$ cat config.mk
export PLATFORM = sky130hd
export DESIGN_NAME = data_ram_arbiter
export DESIGN_NICKNAME = d
export VERILOG_FILES = /design/src/rtl/ram_pkg.sv /design/src/rtl/ram_rr_arb2.sv /design/src/rtl/data_ram_arbiter.sv
export SDC_FILE = /design/constraint.sdc
export NUM_CORES = 1
export LEC_CHECK = 0
export CAP_MARGIN = 20
export CORE_MARGIN = 2
export CORE_UTILIZATION = 40
export DETAILED_ROUTE_END_ITERATION = 10
export PLACE_DENSITY = 0.84
export SYNTH_ARGS = -nofsm -noshare
export SYNTH_HDL_FRONTEND = slang
export SYNTH_SLANG_ARGS = --single-unit
$ cat constraint.sdc
create_clock -name clk -period 1.72 [get_ports clk]
set_input_delay 0.344 -clock clk [delete_from_list [all_inputs] [get_ports clk]]
set_output_delay 0.344 -clock clk [all_outputs]
set_load 0.02 [all_outputs]
$ cat src/rtl/ram_pkg.sv
// rtl/ram_pkg.sv - shared width codes, FSM state type and alignment check for the data RAM arbiter
package ram_pkg;

  localparam int RAM_ADDR_W = 29;
  localparam int RAM_DATA_W = 32;

  localparam logic [1:0] RAM_W_BYTE = 2'd0;
  localparam logic [1:0] RAM_W_HALF = 2'd1;
  localparam logic [1:0] RAM_W_WORD = 2'd2;

  typedef enum logic [1:0] {
    IDLE  = 2'd0,
    ISSUE = 2'd1,
    WAIT  = 2'd2,
    RESP  = 2'd3
  } ram_arb_st_t;

  // True when the width code is supported and the address is naturally aligned for it
  function automatic logic ram_access_legal(input logic [1:0] width, input logic [1:0] addr_lo);
    logic ok;
    ok = 1'b0;
    case (width)
      RAM_W_BYTE: ok = 1'b1;
      RAM_W_HALF: ok = ~addr_lo[0];
      RAM_W_WORD: ok = (addr_lo == 2'b00);
      default:    ok = 1'b0;
    endcase
    return ok;
  endfunction

endpackage

$ cat src/rtl/ram_rr_arb2.sv
// rtl/ram_rr_arb2.sv - two-request arbiter with one-hot grant; round-robin under RAMARB_ROUND_ROBIN_EN, else port 0 priority
module ram_rr_arb2 (
  input  logic       clk,
  input  logic       rst,
  input  logic [1:0] req_i,
  input  logic       accept_i,
  output logic [1:0] gnt_o
);

`ifdef RAMARB_ROUND_ROBIN_EN
  logic ptr_q;
  logic ptr_d;

  // Lone requester wins; on contention the port named by the pointer wins
  always_comb begin
    gnt_o = req_i;
    if (req_i == 2'b11) begin
      gnt_o = ptr_q ? 2'b10 : 2'b01;
    end
  end

  // After every accept, priority passes to the port that did not win
  always_comb begin
    ptr_d = ptr_q;
    if (accept_i && (gnt_o != 2'b00)) begin
      ptr_d = ~gnt_o[1];
    end
  end

  // Pointer register, starts favouring port 0
  always_ff @(posedge clk or negedge rst) begin
    if (!rst) begin
      ptr_q <= 1'b0;
    end else begin
      ptr_q <= ptr_d;
    end
  end
`else
  // Fixed priority: port 0 always wins, port 1 only when port 0 is silent
  always_comb begin
    gnt_o = 2'b00;
    if (req_i[0]) begin
      gnt_o = 2'b01;
    end else if (req_i[1]) begin
      gnt_o = 2'b10;
    end
  end

  logic unused_fixed;
  assign unused_fixed = clk ^ rst ^ accept_i;
`endif

endmodule

$ cat src/rtl/data_ram_arbiter.sv
// rtl/data_ram_arbiter.sv - two-port sequencer for the data RAM; RAMARB_ROUND_ROBIN_EN selects round-robin arbitration
module data_ram_arbiter
  import ram_pkg::*;
(
  input  logic                  clk,
  input  logic                  rst,
  input  logic                  req0Valid_In,
  input  logic [RAM_ADDR_W-1:0] req0Addr_In,
  input  logic [RAM_DATA_W-1:0] req0Data_In,
  input  logic [1:0]            req0Width_In,
  input  logic                  req0IsRead_In,
  output logic                  req0Ready_Out,
  output logic                  resp0Valid_Out,
  output logic [RAM_DATA_W-1:0] resp0Data_Out,
  output logic                  resp0Err_Out,
  input  logic                  req1Valid_In,
  input  logic [RAM_ADDR_W-1:0] req1Addr_In,
  input  logic [RAM_DATA_W-1:0] req1Data_In,
  input  logic [1:0]            req1Width_In,
  input  logic                  req1IsRead_In,
  output logic                  req1Ready_Out,
  output logic                  resp1Valid_Out,
  output logic [RAM_DATA_W-1:0] resp1Data_Out,
  output logic                  resp1Err_Out,
  output logic [RAM_ADDR_W-1:0] ramAddr_Out,
  output logic [RAM_DATA_W-1:0] ramData_Out,
  output logic [1:0]            ramWidth_Out,
  output logic                  ramIsRead_Out,
  output logic                  ramValid_Out,
  input  logic [RAM_DATA_W-1:0] ramData_In,
  input  logic                  ramOK_In
);

  ram_arb_st_t st_q, st_d;

  logic [RAM_ADDR_W-1:0] addr_q, addr_d;
  logic [RAM_DATA_W-1:0] data_q, data_d;
  logic [1:0]            width_q, width_d;
  logic                  isread_q, isread_d;
  logic                  owner_q, owner_d;
  logic                  ram_valid_q, ram_valid_d;
  logic [1:0]            resp_valid_q, resp_valid_d;
  logic [1:0]            resp_err_q, resp_err_d;
  logic [RAM_DATA_W-1:0] resp0_data_q, resp0_data_d;
  logic [RAM_DATA_W-1:0] resp1_data_q, resp1_data_d;

  logic [1:0]            gnt;
  logic                  accept;
  logic                  winner;
  logic [RAM_ADDR_W-1:0] sel_addr;
  logic [RAM_DATA_W-1:0] sel_data;
  logic [1:0]            sel_width;
  logic                  sel_isread;
  logic                  sel_legal;

  assign accept = (st_q == IDLE) && (req0Valid_In || req1Valid_In);

  ram_rr_arb2 u_arb (
    .clk      (clk),
    .rst      (rst),
    .req_i    ({req1Valid_In, req0Valid_In}),
    .accept_i (accept),
    .gnt_o    (gnt)
  );

  // Winning request fields and their legality
  always_comb begin
    winner     = gnt[1];
    sel_addr   = winner ? req1Addr_In   : req0Addr_In;
    sel_data   = winner ? req1Data_In   : req0Data_In;
    sel_width  = winner ? req1Width_In  : req0Width_In;
    sel_isread = winner ? req1IsRead_In : req0IsRead_In;
    sel_legal  = ram_access_legal(sel_width, sel_addr[1:0]);
  end

  // State register
  always_ff @(posedge clk or negedge rst) begin
    if (!rst) begin
      st_q <= IDLE;
    end else begin
      st_q <= st_d;
    end
  end

  // Next state: illegal requests skip the RAM and go straight to the response
  always_comb begin
    st_d = st_q;
    case (st_q)
      IDLE:    if (accept) st_d = sel_legal ? ISSUE : RESP;
      ISSUE:   st_d = WAIT;
      WAIT:    if (ramOK_In) st_d = RESP;
      RESP:    st_d = IDLE;
      default: st_d = IDLE;
    endcase
  end

  // Outputs: combinational ready, next values for the latched request and registered outputs
  always_comb begin
    req0Ready_Out = (st_q == IDLE) && gnt[0];
    req1Ready_Out = (st_q == IDLE) && gnt[1];
    addr_d        = addr_q;
    data_d        = data_q;
    width_d       = width_q;
    isread_d      = isread_q;
    owner_d       = owner_q;
    ram_valid_d   = (st_d == ISSUE);
    resp_valid_d  = 2'b00;
    resp_err_d    = 2'b00;
    resp0_data_d  = '0;
    resp1_data_d  = '0;
    if (accept) begin
      addr_d   = sel_addr;
      data_d   = sel_data;
      width_d  = sel_width;
      isread_d = sel_isread;
      owner_d  = winner;
      if (!sel_legal) begin
        resp_valid_d[winner] = 1'b1;
        resp_err_d[winner]   = 1'b1;
      end
    end
    if ((st_q == WAIT) && ramOK_In) begin
      resp_valid_d[owner_q] = 1'b1;
      if (isread_q) begin
        if (owner_q) resp1_data_d = ramData_In;
        else         resp0_data_d = ramData_In;
      end
    end
  end

  // Latched request and registered outputs; responses clear themselves after one cycle
  always_ff @(posedge clk or negedge rst) begin
    if (!rst) begin
      addr_q       <= '0;
      data_q       <= '0;
      width_q      <= '0;
      isread_q     <= 1'b0;
      owner_q      <= 1'b0;
      ram_valid_q  <= 1'b0;
      resp_valid_q <= 2'b00;
      resp_err_q   <= 2'b00;
      resp0_data_q <= '0;
      resp1_data_q <= '0;
    end else begin
      addr_q       <= addr_d;
      data_q       <= data_d;
      width_q      <= width_d;
      isread_q     <= isread_d;
      owner_q      <= owner_d;
      ram_valid_q  <= ram_valid_d;
      resp_valid_q <= resp_valid_d;
      resp_err_q   <= resp_err_d;
      resp0_data_q <= resp0_data_d;
      resp1_data_q <= resp1_data_d;
    end
  end

  assign ramAddr_Out    = addr_q;
  assign ramData_Out    = data_q;
  assign ramWidth_Out   = width_q;
  assign ramIsRead_Out  = isread_q;
  assign ramValid_Out   = ram_valid_q;
  assign resp0Valid_Out = resp_valid_q[0];
  assign resp1Valid_Out = resp_valid_q[1];
  assign resp0Err_Out   = resp_err_q[0];
  assign resp1Err_Out   = resp_err_q[1];
  assign resp0Data_Out  = resp0_data_q;
  assign resp1Data_Out  = resp1_data_q;

endmodule

; After elaboration in Yosys (flattened, before gate mapping)
; Cells that the tools add are included.
[totals]
ff_bits = 136
latch_bits = 0
mem_bits_rw = 0
romBits = 0
output_inout_bits = 135
elab_cells = 57
n_memories = 0
[classes]
add_sub_neg = 0
multipliers = 0
n_div = 0
magnitude_cmp = 4
n_eq_ne = 6
shift = 0
muxes = 24
bitwise = 2
reduce_logical = 10
[op_table]
columns = cell, n
row1 = 32-bit two-way mux, 7
row2 = 29-bit two-way mux, 1
row3 = 2-bit two-way mux, 9
row4 = 2-bit one-hot mux with 4 select lines, 1
row5 = 2-bit by 1-bit == test with 1-bit output (second input constant), 3
row6 = 2-bit == test (second input constant), 3
row7 = 1-bit logical AND, 6
row8 = 2-bit zero test, 3
row9 = 1-bit by 2-bit < comparator with 1-bit output (second input constant), 2
row10 = 1-bit two-way mux, 3
row11 = 1-bit one-hot mux with 3 select lines, 1
row12 = 1-bit demux with 1-bit select, 2
row13 = 1-bit >= comparator (second input constant), 2
row14 = 2-bit bitwise OR, 1
row15 = 1-bit logical OR, 1
row16 = 1-bit NOT, 1

; Depth between registers and ports, before layout
[depth]
depth_word = 10
mapped_depth = 8
ltp_nobuf = 5

; Modules after synthesis
; Synthesis repeated with hierarchy kept, for this count alone.
[unflattened]
cells_unflattened = 475
area_unflattened_um2 = 5442.7
[by_module_without_submodules]
columns = module, n_inst, cells_each, area_per_inst_um2
row1 = data_ram_arbiter, 1, 473, 5421.4
row2 = ram_rr_arb2, 1, 2, 21.3

; Least setup slack after synthesis
; OpenSTA, ideal clock, no wires.
[synth_path]
path_kind = reg2out
from = register st_q[0]
to = output port req0Ready_Out
arrival_time_ns = 1.329
t_required_ns = 1.376
setup_slack_ns = 0.047
path_stages_with_launch = 8
n_path_buf = 3
cell_sequence = dfrtp_1 -> inv_1 -> ha_1 -> buf_2 -> nand2_1 -> buf_4 -> buf_2 -> inv_1
[synth_between]
elab_chain_len = 2
[synth_rtl]
columns = element, line_no
row1 = "start, declared", data_ram_arbiter.sv:34  ; ram_arb_st_t st_q, st_d;
row2 = "start signal, assigned", data_ram_arbiter.sv:81  ; st_q <= st_d;
row3 = 2-bit zero test, data_ram_arbiter.sv:99  ; req0Ready_Out = (st_q == IDLE) && gnt[0];
row4 = 1-bit logical AND, data_ram_arbiter.sv:99
row5 = "end, declared", data_ram_arbiter.sv:12  ; output logic req0Ready_Out,
; Every way passes these cells.

; Worst setup path after layout
[layout_path]
from = register resp1_data_q[21] (netlist: resp1Data_Out[21])
to = output port resp1Data_Out[21]
[layout_rtl]
columns = element, line_no
row1 = "start, declared", data_ram_arbiter.sv:45  ; logic [RAM_DATA_W-1:0] resp1_data_q, resp1_data_d;
row2 = "start signal, assigned", data_ram_arbiter.sv:154  ; resp1_data_q <= resp1_data_d;
row3 = "end, declared", data_ram_arbiter.sv:23  ; output logic [RAM_DATA_W-1:0] resp1Data_Out,
; No word-level cell between the ends.

==> reports/metrics.cfg <==
[route]
routedWlPerCell_um=17.7
top_layer=met4
vias=5681
drtIter0Drc=358
ant_nets=0
dr_wl_met2_mm=9.44
drc=0
dr.pass1.iters=5
wirelength_mm=18.9
wl_met1_mm=7.20
wl_met3_mm=1.69
vias_per_cell=5.34

[cts]
root_buffer=clkbuf_16
insertion_delay_ps=430
cts_buffer_depth=2
cts.sinks=136
cts_tree=built
path_clk_slew_ps=60
postCtsSetupRepairBufs=0
htreeDepth=4
cts_buffers=17

[global_route]
grt-ovfl-total=0
grt_pass1_vias=5510
grt_usage=0.237
grt_max_degree=92
grt_pass1_wl_mm=27.6
antenna_found_initial=0

[sta]
fin_crit_sh=0.987
setup_violations=0
relSlewSlack=0.628
fmax_mhz=589
slew_viol_final=0
clock_skew_ps=9.26
period_minus_slack_ps=1700
tightest_slew_ps=557
rsz0062_at_grt=true
finalHoldViolCount=0
layout_setup_ws_ps=22.9
setup_tns_ps=0

[logic_synthesis]
yosysWarningCount=0
synth_cells=579
yosys_most_used_dff=dfrtp_1
syn-cell-area_um2=5770
avgSynthCellArea_um2=9.96
syn-num-nets=746
synth-edff-count=0
synth_seq_cells=136
yosysUniqueCellTypes=26
postSynth.asyncResetShare=1.00
synth_top_area_frac=0.590
ys_seq_area_frac=0.590
synth_area_leader_cell=dfrtp_1
synth_area_leaders=dfrtp_1 (59%), nand3b_1 (8.6%), o22ai_1 (6.9%)
synth_common_cells=dfrtp_1 (136), nor2_1 (68), nand3b_1 (66), a21oi_1 (64), o22ai_1 (64)
synth.most_common_cell=dfrtp_1

[setup_path]
critPathCaptureType=output pin
crit_fanout=1
cp.arrival_ps=1350
required_ps=1380
path_cells=clkdlybuf4s50_1
slowest_stage=clkdlybuf4s50_1
slowest_delay_ps=600
cp-start-kind=flop
worstSetupPathType=flop to output pin
cp_num_buf_inv=1
critical_path.top_delay_family=buffers and inverters

[placement]
dpl.hpwl_mm=12.7
portBuffers=299
dp_slack_ps=-368
routabilityCongestion=0.780

[layout]
num_antenna_cells=0
final_layout_size_suffix_gt1_frac=0.0815
syn_to_final_growth_pct=67.7
nets=1038

[floorplanning]
die_h_um=124
die_w_um=124
io_pins=300
rows=43
start_util=0.412
die_area_um2=15400
fp.coreArea_um2=14000

[power_and_ir_drop]
ir_drop_mv=0.891
power.total_mw=15.1
p_leak_nw=4.86
powerDensity_nw_per_um2=1560

[run]
drv_cap=0

[status]
outcome=completed

[hold_path]
min_path_type=input pin to async pin

## per-stage QoR
stage | util | cell area [µm²] | instances | hold WS (ps)
4_1_cts | 0.683 | 9550 | 1063 | 396
2_1_floorplan | - | 5770 | 579 | 48.4
3_5_place_dp | 0.646 | 9030 | 1031 | 281
3_3_place_gp | 0.646 | 9030 | 1031 | 279
5_1_grt | 0.692 | 9670 | 1063 | 404
6_report | 0.692 | 9670 | 1063 | 391
## flip-flops by register name, indices dropped and copies added, names as in the netlist, 2 cells and up
signal	count
resp_err_q	2
resp_valid_q	2
ramAddr_Out	29
ramWidth_Out	2
st_q	2
ramData_Out	32
resp1Data_Out	32
resp0Data_Out	32
## power by group
part           switching, mW  internal, mW  total (mW)
Clock                   1.44          2.33        3.78
Sequential             0.615          4.19        4.80
Combinational           3.80          2.69        6.49
Total                   5.86          9.21        15.1
## cells in the final DEF (no fill, tap or decap), drive strengths merged, types with 2 or more instances in the layout
| master | n |
|---|---|
| a21oi | 64 |
| buf | 31 |
| bufinv | 3 |
| clkbuf | 19 |
| clkdlybuf4s50 | 168 |
| clkinv | 3 |
| clkinvlp | 2 |
| dfrtp | 136 |
| dlygate4sd2 | 88 |
| dlymetal6s2s | 39 |
| ha | 2 |
| inv | 10 |
| nand2 | 37 |
| nand3 | 3 |
| nand3b | 66 |
| nor2 | 68 |
| nor2b | 2 |
| nor3 | 3 |
| o211a | 2 |
| o21ai | 67 |
| o22ai | 64 |
## kinds of logic after synthesis
kind of cell             count (synthesis)  synth area share
buffers and inverters                   60            0.0464
AND/OR/NAND/NOR                        180             0.164
AO/OA/AOI/OAI                          201             0.195
adder cells (fa/ha/maj)                  2           0.00434
flip-flops                             136             0.590
## repair_timing
item,in CTS,in global routing
hold buffers,1,0
endpoints found under the setup margin,98,88
endpoints found under the hold margin,34,0
pin swaps,0,0
gates resized for setup,103,49
## final timing paths
path	from	to	slack, ps	cells past startpoint
min in group clk	req1Valid_In	resp_err_q[1]	440	5
worst max-delay path	resp1Data_Out[21]	resp1Data_Out[21]	20	1
worst max register to register	st_q[0]	ramValid_Out	100	7
worst min-delay path	rst	ramAddr_Out[13]	390	2
max in group asynchronous	rst	ramIsRead_Out	770	3
worst min register to register	owner_q	owner_q	500	2
## cell type report
cell class                      count  area, µm²
Clock buffer                       19        443
Clock inverter                     12        166
Fill cell                        1096       4310
Inverter                            6       22.5
Multi-Input combinational cell    383       2110
Sequential cell                   136       3400
Tap cell                          180        225
Timing Repair Buffer              327       3300
## per-layer routing
metal / track usage / vias to the layer above
li1: - / 2646
met1: 0.263 / 2752
met2: 0.408 / 244
met3: 0.0884 / 39
met4: 0.0997 / 0
met5: 0 / -
Power figures use the tool's default switching activity.
